<file path="config.mk">
export PLATFORM = sky130hd
export DESIGN_NAME = vram_arbiter
export DESIGN_NICKNAME = d
export VERILOG_FILES = /design/src/rtl/vram_arbiter.sv
export SDC_FILE = /design/constraint.sdc
export NUM_CORES = 1
export LEC_CHECK = 0
export CAP_MARGIN = 20
export CORE_AREA = 2 2 96 98
export CTS_BUF_LIST = sky130_fd_sc_hd__clkbuf_16
export DETAILED_ROUTE_END_ITERATION = 10
export DIE_AREA = 0 0 98 100
export PLACE_DENSITY = 0.76
export SYNTH_ARGS = -nofsm -noshare
export SYNTH_HDL_FRONTEND = slang
export SYNTH_SLANG_ARGS = --single-unit
</file>
<file path="constraint.sdc">
create_clock -name clk28 -period 2 [get_ports clk28]
set_clock_uncertainty 0.1 [all_clocks]
set_input_delay 0.4 -clock clk28 [delete_from_list [all_inputs] [get_ports clk28]]
set_output_delay 0.4 -clock clk28 [all_outputs]
set_load 0.03 [all_outputs]
</file>
<file path="src/rtl/vram_arbiter.sv">
// Video SRAM sequencer: screen > CPU > DMA (with DMA anti-starvation), fixed T1/T2 access, req->ack 3 cycles.
// Requests are levels held until served; a port is never re-granted at its own T2-exit or ack-end edge.
module vram_arbiter #(
  parameter int ADDR_W     = 19,
  parameter int DMA_STARVE = 8
) (
  input  logic              clk28,
  input  logic              rst,
  input  logic              scr_req,
  input  logic [ADDR_W-1:0] scr_addr,
  output logic [7:0]        scr_rdata,
  output logic              scr_valid,
  input  logic              cpu_req,
  input  logic              cpu_we,
  input  logic [ADDR_W-1:0] cpu_addr,
  input  logic [7:0]        cpu_wdata,
  output logic [7:0]        cpu_rdata,
  output logic              cpu_ack,
  input  logic              dma_req,
  input  logic              dma_we,
  input  logic [ADDR_W-1:0] dma_addr,
  input  logic [7:0]        dma_wdata,
  output logic [7:0]        dma_rdata,
  output logic              dma_ack,
  output logic [ADDR_W-1:0] va,
  output logic [7:0]        vd_o,
  output logic              vd_oe,
  input  logic [7:0]        vd_i,
  output logic              n_vrd,
  output logic              n_vwr,
  output logic              busy
);

  typedef enum logic [1:0] {IDLE, T1, T2} state_t;

  localparam logic [1:0] OWN_SCR = 2'd0;
  localparam logic [1:0] OWN_CPU = 2'd1;
  localparam logic [1:0] OWN_DMA = 2'd2;

  state_t            r_state, w_state_nxt;
  logic [1:0]        r_own, w_own_nxt;
  logic              r_we, w_we_nxt;
  logic [ADDR_W-1:0] r_va, w_va_nxt;
  logic [7:0]        r_vd_o, w_vd_o_nxt;
  logic [3:0]        r_starve, w_starve_nxt;
  logic              r_n_vrd, r_n_vwr, r_vd_oe, r_busy;
  logic              r_scr_valid, r_cpu_ack, r_dma_ack;
  logic [7:0]        r_scr_rdata, r_cpu_rdata, r_dma_rdata;
  logic              w_t2_exit, w_arb, w_grant, w_dma_first;
  logic              w_el_scr, w_el_cpu, w_el_dma;

  always_ff @(posedge clk28) begin
    if (rst) r_state <= IDLE;
    else     r_state <= w_state_nxt;
  end

  always_comb begin
    w_t2_exit    = (r_state == T2);
    w_arb        = (r_state == IDLE) || w_t2_exit;
    // a port's own T2-exit edge and ack-end edge never re-grant it
    w_el_scr     = scr_req && !(w_t2_exit && r_own == OWN_SCR) && !r_scr_valid;
    w_el_cpu     = cpu_req && !(w_t2_exit && r_own == OWN_CPU) && !r_cpu_ack;
    w_el_dma     = dma_req && !(w_t2_exit && r_own == OWN_DMA) && !r_dma_ack;
    w_dma_first  = (r_starve == 4'(DMA_STARVE)) && w_el_dma;
    w_grant      = 1'b0;
    w_own_nxt    = r_own;
    w_we_nxt     = r_we;
    w_va_nxt     = r_va;
    w_vd_o_nxt   = r_vd_o;
    w_starve_nxt = r_starve;
    case (r_state)
      T1:      w_state_nxt = T2;
      default: w_state_nxt = IDLE;
    endcase
    if (w_arb) begin
      if (w_el_scr) begin
        w_grant   = 1'b1;
        w_own_nxt = OWN_SCR;
        w_we_nxt  = 1'b0;
        w_va_nxt  = scr_addr;
      end else if (w_el_cpu && !w_dma_first) begin
        w_grant   = 1'b1;
        w_own_nxt = OWN_CPU;
        w_we_nxt  = cpu_we;
        w_va_nxt  = cpu_addr;
        if (cpu_we) w_vd_o_nxt = cpu_wdata;
        if (w_el_dma && r_starve != 4'hF) w_starve_nxt = r_starve + 4'd1;
      end else if (w_el_dma) begin
        w_grant      = 1'b1;
        w_own_nxt    = OWN_DMA;
        w_we_nxt     = dma_we;
        w_va_nxt     = dma_addr;
        if (dma_we) w_vd_o_nxt = dma_wdata;
        w_starve_nxt = 4'd0;
      end
      if (w_grant) w_state_nxt = T1;
    end
    if (!dma_req) w_starve_nxt = 4'd0;
  end

  always_ff @(posedge clk28) begin
    if (rst) begin
      r_own       <= OWN_SCR;
      r_we        <= 1'b0;
      r_va        <= '0;
      r_vd_o      <= '0;
      r_starve    <= '0;
      r_n_vrd     <= 1'b1;
      r_n_vwr     <= 1'b1;
      r_vd_oe     <= 1'b0;
      r_busy      <= 1'b0;
      r_scr_valid <= 1'b0;
      r_cpu_ack   <= 1'b0;
      r_dma_ack   <= 1'b0;
      r_scr_rdata <= '0;
      r_cpu_rdata <= '0;
      r_dma_rdata <= '0;
    end else begin
      r_own       <= w_own_nxt;
      r_we        <= w_we_nxt;
      r_va        <= w_va_nxt;
      r_vd_o      <= w_vd_o_nxt;
      r_starve    <= w_starve_nxt;
      r_busy      <= (w_state_nxt != IDLE);
      r_n_vrd     <= !((w_state_nxt != IDLE) && !w_we_nxt);
      r_vd_oe     <= (w_state_nxt != IDLE) && w_we_nxt;
      // write strobe only in T2 so address and data get a full setup cycle
      r_n_vwr     <= !((w_state_nxt == T2) && w_we_nxt);
      r_scr_valid <= w_t2_exit && (r_own == OWN_SCR);
      r_cpu_ack   <= w_t2_exit && (r_own == OWN_CPU);
      r_dma_ack   <= w_t2_exit && (r_own == OWN_DMA);
      if (w_t2_exit && !r_we) begin
        case (r_own)
          OWN_SCR: r_scr_rdata <= vd_i;
          OWN_CPU: r_cpu_rdata <= vd_i;
          default: r_dma_rdata <= vd_i;
        endcase
      end
    end
  end

  assign va        = r_va;
  assign vd_o      = r_vd_o;
  assign vd_oe     = r_vd_oe;
  assign n_vrd     = r_n_vrd;
  assign n_vwr     = r_n_vwr;
  assign busy      = r_busy;
  assign scr_valid = r_scr_valid;
  assign cpu_ack   = r_cpu_ack;
  assign dma_ack   = r_dma_ack;
  assign scr_rdata = r_scr_rdata;
  assign cpu_rdata = r_cpu_rdata;
  assign dma_rdata = r_dma_rdata;

endmodule
</file>
==> results.sh, run 1 <==
export IMPL_status="completed"
export IMPL_crit_type="register to register"
export IMPL_multi_input_area_mm2=0.00190
export IMPL_rr_worst_depth=7
export IMPL_fp_dieH_um=100
export IMPL_hold_depth=2
export IMPL_drv_cap=0
export IMPL_cts_hold_buffers=0
export IMPL_setup_viol=0
export IMPL_clkTransAtPathRegs_ps=50
export IMPL_netlist_top_cells_area="dfxtp_1, mux2i_1, o41ai_2, nor2_1, a21oi_1"
export IMPL_grt_first_pass_wirelength_um=15500
export IMPL_critPathSlowestCell="a32o_4"
export IMPL_maxSlewHeadroom_pct=63.4
export IMPL_placementRows=35
export IMPL_worstMarginPinSlew_ps=547
export IMPL_end_kind="register"
export IMPL_slew_violations=0
export IMPL_antennaDiodeCount=0
export IMPL_hold_path_class="input pin to register"
export IMPL_ys_seq_area_share_pct=41.1
export IMPL_critPathLaunchType="register"
export IMPL_netlist_area_mm2=0.00326
export IMPL_overflow=0
export IMPL_slowest_delay_ps=360
export IMPL_viasPerCell=5.40
export IMPL_ir_drop_uv=437
export IMPL_fin_crit_ps=1960
export IMPL_dp_hpwl_um=7250
export IMPL_fmax_ghz=0.511
export IMPL_rsz0062_at_grt="true"
export IMPL_area_growth_pct=68.3
export IMPL_seqCellArea_mm2=0.00135
export IMPL_cts_root_buf="clkbuf_16"
export IMPL_routed_wl_um=10400
export IMPL_layout_common_cells="clkdlybuf4s50_1, dfxtp_1, nor2_1, mux2i_1, buf_4"
export IMPL_fin_crit_sh_pct=97.8
export IMPL_final_layout_size_suffix_gt1_share_pct=22.6
export IMPL_synth_edf_count=0
export IMPL_worstPathRequired_ps=2100
export IMPL_drt_iter0_markers=125
export IMPL_power_density_mw_per_mm2=748
export IMPL_syn_num_nets=430
export IMPL_dp_cells=595
export IMPL_gp_congestion=0.837
export IMPL_io_buffers=145
export IMPL_final_util_pct=61.8
export IMPL_synth_flop_cell="dfxtp_1"
export IMPL_synth_largest_area_cell="dfxtp_1"
export IMPL_cp_arrival_ps=2060
export IMPL_grt_util_all_layers_pct=19.6
export IMPL_grt_max_degree=52
export IMPL_cts_path_max_buffers=2
export IMPL_worstPathCellList="inv_2 > ha_1 > and3b_2 > o311a_4 > a32o_4 > a21oi_2 > a311oi_2"
export IMPL_cts_buffers_inserted=9
export IMPL_pin_count=146
export IMPL_core_area_mm2=0.00889
export IMPL_grt_pass1_vias=3330
export IMPL_hold_viol_final=0
export IMPL_cts_tree="yes"
export IMPL_postRouteAntennaNets=0
export IMPL_critical_path_peak_fanout=8
export IMPL_via_count=3321
export IMPL_stdcell_count=615
export IMPL_first_pass_iters=4
export IMPL_start_util_pct=36.7
export IMPL_fp_dieArea_mm2=0.00980
export IMPL_fill_cells=735
export IMPL_detail_route_wl_per_cell_um=16.9
export IMPL_synthArstFlopShare_pct=0
export IMPL_regToRegEndpoint="vd_o[5]"
export IMPL_htree_num_levels=3
export IMPL_r2r_slack_ps=40
export IMPL_r2r_start="r_starve[0]"
export IMPL_synth_cell_types=45
export IMPL_clock_sinks=67
export IMPL_antenna_found_initial=0
export IMPL_holdCritStartpoint="rst"
export IMPL_syn_avg_cell_area_um2=9.60
export IMPL_clock_latency_ps=330
export IMPL_ys_warn_count=0
export IMPL_final_common_cell="clkdlybuf4s50_1"
export IMPL_min_to="r_own[0]"
export IMPL_netlist_area_leader_share_pct=41.1
export IMPL_route_detailed_drc=0
export IMPL_die_width_um=98
export IMPL_synth_seq_cells=67
export IMPL_synthCells=340
export IMPL_p_leak_nw=2.20
export IMPL_fin_nets=589
worst max path at each step:
| stage | startpoint | endpoint | slack (ps) | cells past startpoint |
|---|---|---|---|---|
| 2_1_floorplan | r_starve[0] | vd_o[6] | 60 | 8 |
| 3_3_place_gp | dma_req | vd_o[2] | -290 | 7 |
| 3_5_place_dp | dma_req | va[2] | -400 | 8 |
| 4_1_cts | r_starve[0] | vd_o[0] | -30 | 7 |
| 5_1_grt | r_state[1] | r_starve[0] | -60 | 7 |
| 6_report | r_starve[0] | vd_o[5] | 40 | 7 |
Yosys cell counts (3+ instances only):
library cell and n:
o41ai_2 15, dfxtp_1 67, nor2_1 51, and2_1 7
a311oi_1 9, clkbuf_1 10, a31o_2 15, a21oi_1 30
nor2b_1 4, nand3_1 20, o32ai_1 4, buf_6 7
nand2b_1 3, buf_2 11, a311oi_2 3, nand2_1 8
mux2i_1 32, inv_1 11, a22oi_1 3
sequential cells by signal (all words and copies together) (netlist names), 2 cells and up:
signal and count:
scr_rdata 8, r_starve 4, vd_o 8, dma_rdata 8, r_state 2, cpu_rdata 8
va 19, r_own 2
worst max-delay path, delay by kind of cell (launching register included):
family | cells | cell delay, ps
AND/OR/NAND/NOR | 1 | 250
adder cells (fa/ha/maj) | 1 | 180
buffers and inverters | 1 | 50
AO/OA/AOI/OAI | 4 | 910
flip-flops | 1 | 340
metrics by stage:
stage / hold WS, ps / total power, mW / setup TNS [ps] / setup slack [ps] / cell area [um^2]
after floorplan: 285 / 1.99 / 0 / 62.3 / 3260
after global placement: 328 / 2.40 / -8970 / -292 / 4920
after detailed placement: 329 / 2.41 / -11790 / -398 / 4920
after CTS: 311 / 4.05 / -125 / -31.2 / 5250
after global routing: 329 / 4.25 / -113 / -55.8 / 5490
final: 316 / 4.11 / 0 / 44.2 / 5490
layout make-up:
| class | count | share of cell area [%] |
|---|---|---|
| flip-flops and latches | 67 | 24.5 |
| clock buffers | 9 | 4.10 |
| repair buffers | 176 | 32.0 |
| multi-input cells | 234 | 34.6 |
| well taps | 111 | 2.53 |
| inverters | 11 | 0.752 |
| clock inverters | 7 | 1.55 |
power breakdown:
part | leakage [nW] | switching, mW | total (mW) | internal [mW]
Combinational | 1.50 | 0.490 | 0.988 | 0.497
Clock | 0.158 | 0.569 | 1.65 | 1.08
Sequential | 0.549 | 0.0562 | 1.47 | 1.42
metal layers:
metal / share of wire [%] / vias up / global-route usage (%) / routed length [um]
met1: 39 / 1579 / 22.0 / 4010
met4: 3.8 / 0 / 12.0 / 393
met5: 0 / - / 0 / 0
li1: - / 1579 / - / -
met3: 6.2 / 31 / 3.83 / 640
met2: 52 / 132 / 34.5 / 5360
logic make-up (layout without fill, tap and decap cells):
group,count (synthesis),after routing,share of synthesized area (%)
buffers and inverters,40,203,6.75
adder cells (fa/ha/maj),2,2,0.767
AO/OA/AOI/OAI,89,90,24.3
XOR/XNOR,1,1,0.268
AND/OR/NAND/NOR,109,109,17.0
flip-flops,67,67,41.1
multiplexers,32,32,9.82
what timing repair did:
action / in CTS / in global routing
pin swaps: 0 / 15
endpoints found under the setup margin: 27 / 34
resized for setup: 2 / 41
cloned: 0 / 2
setup buffers: 0 / 2
(Power assumes the default switching activity.)
==> inputs of run 2 (changes only) <==
--- a/config.mk
+++ b/config.mk
@@ -10,7 +10,7 @@
 export CTS_BUF_LIST = sky130_fd_sc_hd__clkbuf_16
 export DETAILED_ROUTE_END_ITERATION = 10
 export DIE_AREA = 0 0 98 100
-export PLACE_DENSITY = 0.76
+export PLACE_DENSITY = 0.83
 export SYNTH_ARGS = -nofsm -noshare
 export SYNTH_HDL_FRONTEND = slang
 export SYNTH_SLANG_ARGS = --single-unit
==> run 2 against run 1 <==
Sequential power about the same. Via count increased by 2.5%. First-iteration DRC count grew 42%. Highest routed layer unchanged.
==> results.sh, run 2 (synthesis results as in run 1) <==
export IMPL_crit_type="register to register"
export IMPL_via_count=3405
export IMPL_final_layout_size_suffix_gt1_share_pct=26.0
export IMPL_status="completed"
export IMPL_start_util_pct=36.7
export IMPL_dp_hpwl_um=7580
export IMPL_hold_path_class="input pin to register"
export IMPL_grt_util_all_layers_pct=20.2
export IMPL_antenna_found_initial=0
export IMPL_ir_drop_uv=601
export IMPL_regToRegEndpoint="vd_o[6]"
export IMPL_largest_register_ffs=19
export IMPL_grt_max_degree=33
export IMPL_r2r_slack_ps=10
export IMPL_critPathLaunchType="register"
export IMPL_postRouteAntennaNets=0
export IMPL_dp_cells=608
export IMPL_drv_cap=0
export IMPL_slew_violations=0
export IMPL_maxSlewHeadroom_pct=65.6
export IMPL_crit_end="vd_o[6]"
export IMPL_fmax_ghz=0.503
export IMPL_cts_buffers_inserted=9
export IMPL_viasPerCell=5.44
export IMPL_overflow=0
export IMPL_fin_crit_ps=1990
export IMPL_grt_first_pass_wirelength_um=16000
export IMPL_clkTransAtPathRegs_ps=60
export IMPL_cts_path_max_buffers=2
export IMPL_rr_worst_depth=7
export IMPL_placementRows=35
export IMPL_fp_dieArea_mm2=0.00980
export IMPL_setup_viol=0
export IMPL_antennaDiodeCount=0
export IMPL_cts_tree="yes"
export IMPL_hold_viol_final=0
export IMPL_first_pass_iters=4
export IMPL_startpoint="r_starve[0]"
export IMPL_fp_dieH_um=100
export IMPL_routed_wl_um=11000
export IMPL_r2r_start="r_starve[0]"
export IMPL_fin_crit_sh_pct=99.4
export IMPL_stdcell_count=626
export IMPL_hold_depth=2
export IMPL_fill_cells=659
export IMPL_end_kind="register"
export IMPL_clock_latency_ps=330
export IMPL_detail_route_wl_per_cell_um=17.5
export IMPL_area_growth_pct=72.9
export IMPL_cts_root_buf="clkbuf_16"
export IMPL_layout_common_cells="clkdlybuf4s50_1, dfxtp_1, nor2_1, buf_4, mux2i_1"
export IMPL_io_buffers=145
export IMPL_drt_iter0_markers=177
export IMPL_worstMarginPinSlew_ps=515
export IMPL_critical_path_peak_fanout=8
export IMPL_fin_setup_tns_ps=0
export IMPL_power_density_mw_per_mm2=790
export IMPL_rsz0062_at_grt="true"
export IMPL_post_dp_cell_area_mm2=0.00503
export IMPL_final_common_cell="clkdlybuf4s50_1"
export IMPL_core_area_mm2=0.00889
export IMPL_final_area_mm2=0.00564
export IMPL_pin_count=146
export IMPL_worstPathRequired_ps=2090
export IMPL_grt_pass1_vias=3432
export IMPL_route_detailed_drc=0
export IMPL_htree_num_levels=3
export IMPL_p_leak_nw=2.28
export IMPL_cp_arrival_ps=2080
export IMPL_power_mw=4.46
export IMPL_die_width_um=98
export IMPL_gp_congestion=0.876
export IMPL_fin_nets=600
export IMPL_clock_sinks=67
## run 2: changes by cell type in the layout (fill, tap and decap cells not counted), sizes merged
cell	change
clkinv	-1
buf	+12
bufinv	+2
clkbuf	-1
clkinvlp	-1
## run 2: stage by stage
step	setup slack, ps	hold slack (ps)	utilization [%]
after global placement	-249	349	56.6
after floorplan	62.3	285	-
after CTS	-11.4	325	61.1
final	12.7	343	63.4
after global routing	-55.7	360	63.4
after detailed placement	-329	342	56.6
## run 2: repair_timing
action	CTS	global route
setup endpoints to repair	6	35
pin swaps	0	17
buffers inserted	0	1
gates resized for setup	3	43
hold buffers	0	0
gates cloned	1	0
## run 2: cell type report
cell class | instances | area (um^2) | share of cell area [%]
clock buffer | 9 | 225 | 3.99
clock inverter | 7 | 146 | 2.60
inverter | 11 | 41.3 | 0.732
multi-input combinational | 234 | 1920 | 34.1
sequential | 67 | 1350 | 23.8
tap | 111 | 139 | 2.46
timing repair buffer | 187 | 1820 | 32.3
## run 2: critical path, stage by stage, from the launching register on
cell and delay [ps]:
dfxtp_2 330, inv_2 60, ha_4 150, and3b_2 250
o311a_4 400, a32o_2 340, a21oi_2 160, a311oi_2 60
## run 2: where the power goes
part	total (mW)	switching, mW	leakage [nW]	internal (mW)
combinational	1.02	0.504	1.55	0.514
clock	1.97	0.611	0.181	1.35
sequential	1.47	0.0580	0.549	1.42
total	4.46	1.17	2.28	3.28
## run 2: worst min-delay path by stage
stage / start / end
global placement: r_we / n_vwr
floorplan: r_we / n_vwr
CTS: rst / r_we
global route: rst / r_own[0]
detailed placement: r_we / n_vwr
finish: rst / r_we
## run 2: per-layer routing
metal	global-route usage (%)	vias to the layer above	wire, um
li1	-	1602	-
met1	21.2	1640	4130
met2	37.8	134	5900
met3	4.87	29	648
met4	9.94	0	270
met5	0	-	0
==> inputs of run 3 (changes only) <==
--- a/config.mk
+++ b/config.mk
@@ -6,11 +6,11 @@
 export NUM_CORES = 1
 export LEC_CHECK = 0
 export CAP_MARGIN = 20
-export CORE_AREA = 2 2 96 98
+export CORE_AREA = 2 2 92 94
 export CTS_BUF_LIST = sky130_fd_sc_hd__clkbuf_16
 export DETAILED_ROUTE_END_ITERATION = 10
-export DIE_AREA = 0 0 98 100
-export PLACE_DENSITY = 0.83
+export DIE_AREA = 0 0 94 96
+export PLACE_DENSITY = 0.85
 export SYNTH_ARGS = -nofsm -noshare
 export SYNTH_HDL_FRONTEND = slang
 export SYNTH_SLANG_ARGS = --single-unit
==> constraint.sdc (replaced) <==
create_clock -name clk28 -period 2.1 [get_ports clk28]
set_clock_uncertainty 0.1 [all_clocks]
set_input_delay 0.42 -clock clk28 [delete_from_list [all_inputs] [get_ports clk28]]
set_output_delay 0.42 -clock clk28 [all_outputs]
set_load 0.03 [all_outputs]
==> run 3 against run 2 <==
Die area shrank 7.9%. Sequential cell count unchanged. Largest cell class unchanged. Cell count fell by 2.6%. Register-to-register slack improved by 50 ps. Clock-buffer cell count unchanged. Via count down 3.3%. Maximum frequency fell by 2.3%.
==> results.sh, run 3 (synthesis results as in run 1) <==
export IMPL_dp_slack_ps=-298
export IMPL_placementRows=33
export IMPL_first_pass_iters=4
export IMPL_regToRegEndpoint="vd_o[2]"
export IMPL_fin_crit_ps=2030
export IMPL_start_util_pct=40.5
export IMPL_rr_worst_depth=7
export IMPL_fp_dieArea_mm2=0.00902
export IMPL_cts_hold_buffers=0
export IMPL_fmax_ghz=0.492
export IMPL_io_buffers=145
export IMPL_gp_congestion=0.930
export IMPL_power_density_mw_per_mm2=715
export IMPL_postRouteAntennaNets=0
export IMPL_core_area_mm2=0.00805
export IMPL_dp_cells=592
export IMPL_p_sw_share_pct=28.6
export IMPL_final_common_cell="clkdlybuf4s50_1"
export IMPL_antennaDiodeCount=0
export IMPL_hold_viol_final=0
export IMPL_stdcell_count=610
export IMPL_dr_wl_met3_um=440
export IMPL_grt_first_pass_wirelength_um=16000
export IMPL_detail_route_wl_per_cell_um=16.9
export IMPL_top_layer="met4"
export IMPL_p_leak_nw=2.15
export IMPL_final_util_pct=66.8
export IMPL_cp_arrival_ps=2130
export IMPL_drv_cap=0
export IMPL_setup_ws_ps=66.0
export IMPL_viasPerCell=5.40
export IMPL_power_mw=3.85
export IMPL_fin_crit_sh_pct=96.9
export IMPL_p_sw_mw=1.10
export IMPL_cts_buffers_inserted=9
export IMPL_drt_iter0_markers=119
export IMPL_grt_util_all_layers_pct=22.9
export IMPL_r2r_start="r_starve[1]"
export IMPL_clkTransAtPathRegs_ps=60
export IMPL_power_frac_seq_pct=36.4
export IMPL_rsz0062_at_grt="true"
export IMPL_critical_path_peak_fanout=8
export IMPL_final_layout_size_suffix_gt1_share_pct=21.4
export IMPL_post_dp_cell_area_mm2=0.00496
export IMPL_clock_sinks=67
export IMPL_overflow=0
export IMPL_antenna_found_initial=0
export IMPL_intPower_mw=2.75
export IMPL_cts_path_max_buffers=2
export IMPL_grt_max_degree=62
export IMPL_die_width_um=94
export IMPL_layout_common_cells="clkdlybuf4s50_1, dfxtp_1, nor2_1, mux2i_1, buf_4"
export IMPL_maxSlewHeadroom_pct=62.6
export IMPL_clkPwrFrac_pct=39.3
export IMPL_fp_dieH_um=96
export IMPL_crit_type="register to register"
export IMPL_hold_path_class="register to register"
export IMPL_min_to="n_vwr"
export IMPL_setup_viol=0
export IMPL_r2r_slack_ps=70
export IMPL_status="completed"
export IMPL_pin_count=146
export IMPL_critPathLaunchType="register"
export IMPL_hold_depth=1
export IMPL_fill_cells=625
export IMPL_clock_latency_ps=330
export IMPL_area_growth_pct=64.8
export IMPL_cts_tree="yes"
export IMPL_via_count=3292
export IMPL_met2_wirelength_um=5540
export IMPL_worstPathRequired_ps=2200
export IMPL_largest_register_ffs=19
export IMPL_route_detailed_drc=0
export IMPL_grt_pass1_vias=3324
export IMPL_fin_nets=590
export IMPL_slew_violations=0
export IMPL_htree_num_levels=3
export IMPL_holdCritStartpoint="r_we"
export IMPL_final_area_mm2=0.00538
export IMPL_drt_met1_wl_um=4060
export IMPL_power_frac_comb_pct=24.3
export IMPL_ir_drop_uv=484
export IMPL_end_kind="register"
export IMPL_cts_root_buf="clkbuf_16"
export IMPL_worstMarginPinSlew_ps=559
export IMPL_dp_hpwl_um=7420
export IMPL_routed_wl_um=10300
-- run 3: cell count changes in the layout (fill, tap and decap cells not counted), sizes merged --
cell,delta
dlymetal6s2s,-1
bufinv,-3
clkdlybuf4s50,+1
buf,-10
clkinvlp,+3
-- run 3: worst max-delay path: stages (launching register included) --
cell and delay [ps]:
dfxtp_1 360, inv_1 60, ha_1 170, and3b_2 250, o311a_2 380, a32o_2 340
a21oi_2 180, a311oi_2 60
-- run 3: layout make-up --
class	instances	area, um^2	share of cell area [%]
Clock buffer	9	225	4.19
Clock inverter	7	75.1	1.40
Inverter	11	41.3	0.768
Multi-Input combinational cell	234	1810	33.7
Sequential cell	67	1340	25.0
Tap cell	105	131	2.44
Timing Repair Buffer	177	1750	32.5
-- run 3: how the worst max path moves through the flow --
| stage | start | endpoint | slack, ps |
|---|---|---|---|
| final | r_starve[1] | vd_o[2] | 70 |
| after global routing | r_own[1] | r_own[1] | -10 |
| after global placement | scr_req | va[12] | -170 |
| after detailed placement | scr_req | va[13] | -300 |
| after CTS | r_starve[0] | vd_o[7] | 30 |
| after floorplan | r_starve[0] | vd_o[6] | 160 |
-- run 3: timing repair --
item,in CTS,in global routing
setup buffers,0,1
pin swaps,0,7
setup endpoints to repair,2,19
resized for setup,1,20
gates cloned,1,0
-- run 3: through the flow --
| step | hold slack (ps) | TNS, ps |
|---|---|---|
| after floorplan | 285 | 0 |
| after global placement | 326 | -3830 |
| after detailed placement | 333 | -5010 |
| after CTS | 347 | 0 |
| after global routing | 390 | -87.8 |
| final | 358 | 0 |
-- run 3: power groups by stage --
stage	clock, mW	sequential (mW)	combinational, mW
4_1_cts	1.54	1.39	0.906
3_5_place_dp	0	1.42	0.895
5_1_grt	1.59	1.41	0.990
3_3_place_gp	0	1.42	0.874
6_report	1.51	1.40	0.933
2_1_floorplan	0	1.54	0.346
-- run 3: routing by layer --
layer	track usage (%)	vias up
met3	4.39	26
met4	11.6	0
li1	-	1577
met1	26.7	1584
met2	40.1	105
met5	0	-
